==> config.mk <==
export PLATFORM = sky130hd
export DESIGN_NAME = pcie_gen3_lane_descrambler
export DESIGN_NICKNAME = d
export VERILOG_FILES = /design/src/rtl/pcie_gen3_lane_descrambler.sv
export SDC_FILE = /design/constraint.sdc
export NUM_CORES = 1
export LEC_CHECK = 0
export BUFFER_PORTS_ARGS = -buffer_cell sky130_fd_sc_hd__buf_2
export CAP_MARGIN = 10
export CORE_UTILIZATION = 53
export DETAILED_ROUTE_END_ITERATION = 8
export PLACE_DENSITY = 0.8
export SYNTH_ARGS = -nofsm -noshare
export SYNTH_HDL_FRONTEND = slang
export SYNTH_SLANG_ARGS = --single-unit
==> constraint.sdc <==
create_clock -name clk -period 8.5 [get_ports clk]
set_clock_uncertainty 0.1 [all_clocks]
set_input_delay 1.7 -clock clk [delete_from_list [all_inputs] [get_ports clk]]
set_output_delay 1.7 -clock clk [all_outputs]
set_load 0.02 [all_outputs]
==> src/rtl/pcie_gen3_lane_descrambler.sv <==
// pcie_gen3_lane_descrambler: multi-lane PCIe Gen3 128b/130b receive descrambler.
// Keeps one 23-bit Galois LFSR per lane. DATA blocks are XORed with the keystream.
// Ordered sets are bypassed: SKP and bad-header blocks freeze the LFSR, and EIEOS
// reloads the seed on its last beat. All outputs are registered (1-cycle latency).
// Ports:
//   clk, reset      clock, asynchronous active-high reset
//   in_valid        beat valid (no backpressure)
//   in_data         lane n at [n*LANE_BYTES*8 +: LANE_BYTES*8], byte 0 earliest
//   in_block_start  first beat of a 130-bit block
//   in_sync_hdr     block sync header, sampled with in_block_start
//   in_reseed       load every LFSR with its seed on the next edge
//   out_valid, out_data, out_block_start, out_sync_hdr  registered beat
//   out_sync_err    pulse: illegal sync header on a block start
//   out_align_err   pulse: block start seen at the wrong beat position
module pcie_gen3_lane_descrambler #(
    parameter int NUM_LANES  = 4,
    parameter int LANE_BYTES = 4
) (
    input  logic                              clk,
    input  logic                              reset,
    input  logic                              in_valid,
    input  logic [NUM_LANES*LANE_BYTES*8-1:0] in_data,
    input  logic                              in_block_start,
    input  logic [1:0]                        in_sync_hdr,
    input  logic                              in_reseed,
    output logic                              out_valid,
    output logic [NUM_LANES*LANE_BYTES*8-1:0] out_data,
    output logic                              out_block_start,
    output logic [1:0]                        out_sync_hdr,
    output logic                              out_sync_err,
    output logic                              out_align_err
);
    localparam int BEATS_PER_BLOCK = 16 / LANE_BYTES;
    localparam int LW = LANE_BYTES * 8;
    localparam int W = NUM_LANES * LW;
    localparam int CW = BEATS_PER_BLOCK > 1 ? $clog2(BEATS_PER_BLOCK) : 1;
    localparam logic [CW-1:0] LAST = CW'(BEATS_PER_BLOCK - 1);
    localparam logic [8*23-1:0] SEEDS = {23'h1BB807, 23'h0277CE, 23'h19CFC9, 23'h010F12,
                                         23'h18C0DB, 23'h1EC760, 23'h0607BB, 23'h1DBFBC};
    localparam logic [2:0] T_DATA = 3'd0, T_OS = 3'd1, T_SKP = 3'd2, T_EIEOS = 3'd3, T_BAD = 3'd4;

    logic [2:0]    blk_type, blk_type_nxt, hdr_type, cur_type;
    logic [CW-1:0] cnt, cnt_nxt, beat;
    logic          hold, eieos_end;
    logic [W-1:0]  keystream;

    // Classify a block from its sync header and the first symbol of lane 0.
    assign hdr_type = in_sync_hdr == 2'b10 ? T_DATA :
                      in_sync_hdr == 2'b01 ? (in_data[7:0] == 8'hAA ? T_SKP :
                                              in_data[7:0] == 8'h00 ? T_EIEOS : T_OS) : T_BAD;
    // A start beat always counts as beat 0 and uses its own header; other beats
    // inherit the type of the block in progress.
    assign cur_type  = in_block_start ? hdr_type : blk_type;
    assign beat      = in_block_start ? '0 : cnt;
    assign hold      = cur_type == T_SKP || cur_type == T_BAD;
    assign eieos_end = cur_type == T_EIEOS && beat == LAST;

    always_ff @(posedge clk or posedge reset) begin
        if (reset) begin
            blk_type <= T_DATA;
            cnt      <= '0;
        end else begin
            blk_type <= blk_type_nxt;
            cnt      <= cnt_nxt;
        end
    end

    always_comb begin
        blk_type_nxt = in_valid ? cur_type : blk_type;
        cnt_nxt      = !in_valid ? cnt : beat == LAST ? '0 : beat + CW'(1);
    end

    for (genvar n = 0; n < NUM_LANES; n++) begin : g_lane
        localparam logic [22:0] SEED = SEEDS[n*23 +: 23];
        logic [22:0]   lfsr, lfsr_adv;
        logic [LW-1:0] ks;

        // Whole-beat unroll: bit i of the lane word takes key bit i, LSB-first per byte.
        always_comb begin
            lfsr_adv = lfsr;
            ks       = '0;
            for (int i = 0; i < LW; i++) begin
                ks[i]    = lfsr_adv[22];
                lfsr_adv = {lfsr_adv[21:0], 1'b0} ^ (lfsr_adv[22] ? 23'h210125 : 23'h0);
            end
        end

        // Reseed wins over everything, including the EIEOS reload on the same edge.
        always_ff @(posedge clk or posedge reset) begin
            if (reset) lfsr <= SEED;
            else if (in_reseed) lfsr <= SEED;
            else if (in_valid && !hold) lfsr <= eieos_end ? SEED : lfsr_adv;
        end

        assign keystream[n*LW +: LW] = ks;
    end

    always_ff @(posedge clk or posedge reset) begin
        if (reset) begin
            out_valid       <= 1'b0;
            out_data        <= '0;
            out_block_start <= 1'b0;
            out_sync_hdr    <= 2'b00;
            out_sync_err    <= 1'b0;
            out_align_err   <= 1'b0;
        end else begin
            out_valid       <= in_valid;
            out_block_start <= in_block_start;
            out_sync_hdr    <= in_sync_hdr;
            out_sync_err    <= in_valid && in_block_start && (in_sync_hdr == 2'b00 || in_sync_hdr == 2'b11);
            out_align_err   <= in_valid && (in_block_start ? cnt != '0 : cnt == '0);
            if (in_valid) out_data <= cur_type == T_DATA ? in_data ^ keystream : in_data;
        end
    end
endmodule
==> metrics.txt, run 1 <==
status complete, no violations; TritonCTS Buffers 27; Setup CP Type flip-flop to flip-flop; hold-fix buffers at CTS 0; Worst setup EP type flip-flop; Port Buffer Count between 200 and 300; first-pass GRT wire length 69200 um; fin nets between 2000 and 2500; Avg WL per Cell 18.2 um; CP arrival around 5200 ps; crit path time final 4910 ps; Critical Path Slowest Stage Cell dfstp_2; number of max-cap violations 0; largest stage delay on the critical path 640 ps; Post-synth ARST share 1.00; final setup vio count 0; Worst Max-Slew Pin Slew 1190 ps; core area between 30000 and 40000 um^2; H-tree depth 1; f_max 0.204 GHz; DP Wirelength 30600 um; DRT antenna net count 0; top post-synthesis cells by count 409 x xnor2_1, 224 x nor2_1, 188 x xor2_1, 183 x dfrtp_1, 155 x a21oi_1; Worst Hold Class flip-flop to flip-flop; clock latency on the worst-skew pair 550 ps; initial antenna violation count 0; final routed DRC violation total 0; number of synthesized register bits ~230; post-CTS setup buffer count 0; post-synthesis area per instance 10.4 um^2; Clock Path Buffers 3; fill cell instance count of the final layout 2685; clock slew at reported path FFs 60 ps; Core Util, Final 0.623; Total GRT Usage 0.261; EDFF count, synth 0; largest net degree at the start of global routing 168; Initial Utilization 0.545; most numerous cell in the Yosys netlist xnor2_1; post_cts resized 0; setup TNS 0 ps; cells after synthesis 1666; Antenna Cells 0; via count 12172; final worst-path cycle share 0.577; share of cells above drive strength 1 0.222; placed insts ~2300; Hold Vio Cnt, Final 0; Die H 183 um; top cell type's share of synthesized area 0.263; worst-path cell chain xor3_1, xnor3_1, xnor3_1, xnor3_2, xnor2_4, xor3_2, xnor2_1, nor2_1, xnor2_1, a21oi_1; DRT Pass-1 Iters 4; pre-CTS WS 3470 ps; Startpoint Class flip-flop; clk sink count 231; via/cell ratio 5.22; critical path data required time 8780 ps; yosys warns 0; CP Max Fanout 7; mapped cell area 17400 um^2; # IOs between 200 and 300; Netlist cell types 55; Rows 65; leading register cell type out of synthesis dfrtp_1; CTS tree yes; grt total ovfl 0; top cells by area, synth dfrtp_1 26%, xnor2_1 21%, xnor3_1 9.8%; root buffer cell clkbuf_16; Die ar. 33600 um^2; Slew HR 0.204; setup ws final 3590 ps; Syn Nets 1804; fin. max-slew vios 0; post-route insts no fill roughly 2300; vias in the first global route 12695; WP buf/inv 0; DRT Wirelength ~42000 um; Die W roughly 180 um; Initial DRC Count 736; routability cong. 0.959; area grow syn2layout 14.5%; RSZ-0062 raised after global routing no; Yosys top cell by area dfrtp_1; register area share after synthesis 0.336; CP top delay family XOR/XNOR gates
==> stage by stage <==
| step | hold slack [ps] | cell area, um^2 |
|---|---|---|
| 5_1_grt | 421 | 19900 |
| 3_5_place_dp | 368 | 19000 |
| 6_report | 389 | 19900 |
| 2_1_floorplan | 349 | 17400 |
| 4_1_cts | 385 | 19900 |
| 3_3_place_gp | 360 | 19000 |
==> routing by layer <==
| layer | vias to the layer above | global-route usage | routed length [um] |
|---|---|---|---|
| li1 | 5826 | - | - |
| met1 | 5946 | 0.359 | 18900 |
| met2 | 336 | 0.439 | 20500 |
| met3 | 64 | 0.0328 | 2100 |
| met4 | 0 | 0.0660 | 935 |
| met5 | - | 0 | 0 |
==> registers in the layout (all words and copies together), names as in the netlist <==
signal and count:
out_align_err 1, cnt 2, out_sync_err 1, out_data 128
blk_type 3, out_block_start 1, g_lane.lfsr 92, out_valid 1
out_sync_hdr 2
==> kinds of logic (layout without fill, tap and decap cells) <==
family,count (synthesis),in the layout,share of synthesized area
compound gates,238,238,0.0764
xor+xnor,737,737,0.480
fa+ha+maj,3,3,0.00216
buf+inv,102,335,0.0245
flops,231,231,0.336
mux,2,2,0.00122
simple gates,353,353,0.0804
==> worst paths after layout <==
kind                                     from           end  slack [ps]  cells past startpoint
max reg2reg                g_lane[2].lfsr[18]  out_data[95]        3590                     10
min                               blk_type[2]   blk_type[2]         390                      1
max                        g_lane[2].lfsr[18]  out_data[95]        3590                     10
max in group asynchronous               reset  out_data[39]        5710                      3
min reg2reg                       blk_type[2]   blk_type[2]         390                      1
min in group asynchronous               reset  out_data[71]        1170                      2
==> cell usage in the layout (no fill, tap or decap), types with 4 or more instances in the layout <==
master	instances
clkbuf_8	5
a21oi_1	155
clkinv_2	5
xnor2_2	13
xnor2_4	6
clkbuf_16	27
xnor2_1	409
nand2_1	104
xnor3_1	76
a22o_1	5
xor2_2	8
dfrtp_1	183
o21ai_0	33
xor2_1	188
buf_4	7
xor3_2	6
dfstp_2	48
o22a_1	18
clkbuf_1	9
bufinv_16	4
xor2_4	4
xor3_1	15
buf_2	267
xnor3_2	12
nor2_1	224
inv_1	9
o21ai_1	10
==> cell type report <==
type / count / area, um^2 / area share
well taps: 435 / 544 / 0.0273
multi-input cells: 1333 / 11200 / 0.561
clock buffers: 40 / 764 / 0.0384
clock inverters: 10 / 154 / 0.00772
flip-flops and latches: 231 / 5840 / 0.293
inverters: 10 / 45.0 / 0.00226
repair buffers: 275 / 1400 / 0.0704
Power of run 1 is not shown: default switching activity piles up to over one toggle a cycle in this logic, so the estimate is an artifact.
==> run 2: changes to the inputs <==
Settings changed: CORE_UTILIZATION 53 to 59, PLACE_DENSITY 0.8 to 0.84.
Clock period 8.5 ns to 4.6 ns, I/O delays scaled along.
==> metrics.txt, run 2 (same netlist as run 1, synthesis figures left out) <==
routability cong. between 0.9 and 1; number of max-cap violations 0; Port Buffer Count 268; f_max ~0.23 GHz; Die ar. 30200 um^2; # IOs 269; Avg WL per Cell 19.1 um; Die W 174 um; most common cell after layout, fill and taps aside xnor2_1; top flop regs out_data x128, g_lane.lfsr x92, blk_type x3; critical path data required time between 4000 and 5000 ps; Hold Vio Cnt, Final 0; via count 12700; Core Util, Final 0.706; Startpoint Class flip-flop; CP Max Fanout 8; H-tree depth 1; pre-CTS WS 154 ps; share of cells above drive strength 1 0.249; clock latency on the worst-skew pair 540 ps; Worst setup EP type flip-flop; initial antenna violation count 1; Clock Path Buffers 3; final routed DRC violation total 0; final setup vio count 0; Worst Hold Class flip-flop to flip-flop; CTS tree yes; hold-fix buffers at CTS 0; Reg with most FFs out_data; crit path time final 4410 ps; via/cell ratio roughly 5.4; grt total ovfl 0; Slew HR 0.351; DRT Pass-1 Iters 5; area grow syn2layout 17.0%; CP arrival 4730 ps; setup TNS 0 ps; DRT antenna net count 0; Initial DRC Count just over 800; setup ws final between 150 and 200 ps; core area 28900 um^2; clock slew at reported path FFs 60 ps; Rows 62; TritonCTS Buffers 26; root buffer cell clkbuf_16; final worst-path cycle share 0.958; vias in the first global route between 10000 and 15000; first-pass GRT wire length 72400 um; Setup CP Type flip-flop to flip-flop; status complete, no violations; Initial Utilization 0.603; fin. max-slew vios 0; RSZ-0062 raised after global routing no; DRT Wirelength 44900 um; DP Wirelength around 33000 um; Worst Max-Slew Pin Slew roughly 1000 ps; Die H 174 um; fin nets 2081; clk sink count 231; most frequent cells in the layout 408 x xnor2_1, 267 x buf_2, 224 x nor2_1; largest net degree at the start of global routing 111; Total GRT Usage 0.303; max FFs per register between 100 and 150
run 2: cell types whose count changed in the layout (fill, tap and decap cells not counted), moves of 3 or more:
cell,before,now
buf_4,7,69
buf_12,0,4
bufinv_16,4,1
clkinvlp_4,0,3
clkinv_2,5,2
clkbuf_8,5,8
run 2: final timing paths:
check / start / slack [ps] / to / cells after the start
min reg2reg: blk_type[2] / 390 / blk_type[2] / 1
min in group asynchronous: reset / 430 / out_data[71] / 2
min: blk_type[2] / 390 / blk_type[2] / 1
max in group asynchronous: reset / 2910 / out_data[113] / 3
max reg2reg: g_lane[0].lfsr[17] / 190 / g_lane[0].lfsr[8] / 10
max: g_lane[0].lfsr[17] / 190 / g_lane[0].lfsr[8] / 10
run 2: cell type report:
| type | instances | area, um^2 |
|---|---|---|
| Fill cell | 2174 | 8490 |
| Tap cell | 384 | 480 |
| Antenna cell | 1 | 2.50 |
| Clock buffer | 42 | 802 |
| Sequential cell | 231 | 5840 |
| Inverter | 10 | 41.3 |
| Clock inverter | 6 | 61.3 |
| Timing Repair Buffer | 341 | 1950 |
| Multi-Input combinational cell | 1333 | 11200 |
run 2: repair_timing:
action,in CTS,in global routing
resized for setup,0,3
buffers inserted,0,1
endpoints found under the setup margin,0,3
run 2: critical path, stage by stage (launching register included):
cell	delay (ps)
dfrtp_1	530
xnor2_2	470
xnor3_1	520
xor2_4	280
xnor3_2	590
xnor2_4	360
xnor3_2	530
xor2_2	310
xnor2_1	210
nor4_1	100
a2111oi_2	300
run 2: per-layer routing:
layer  vias to the layer above  wire (um)  share of wire  track usage
met1                      6205      18900           0.42        0.412
met5                         -          0              0            0
met2                       467      21900           0.49        0.509
li1                       5953          -              -            -
met4                         0       1180          0.026       0.0914
met3                        75       2890          0.064       0.0368
run 2: per-stage QoR:
step	std cells	instance area (um^2)	hold slack [ps]
after global routing	2348	20400	411
after floorplan	1666	17400	349
after global placement	2298	19500	362
after detailed placement	2298	19500	372
final	2348	20400	393
after CTS	2346	20300	391
Power of run 2 is left out for the same reason.
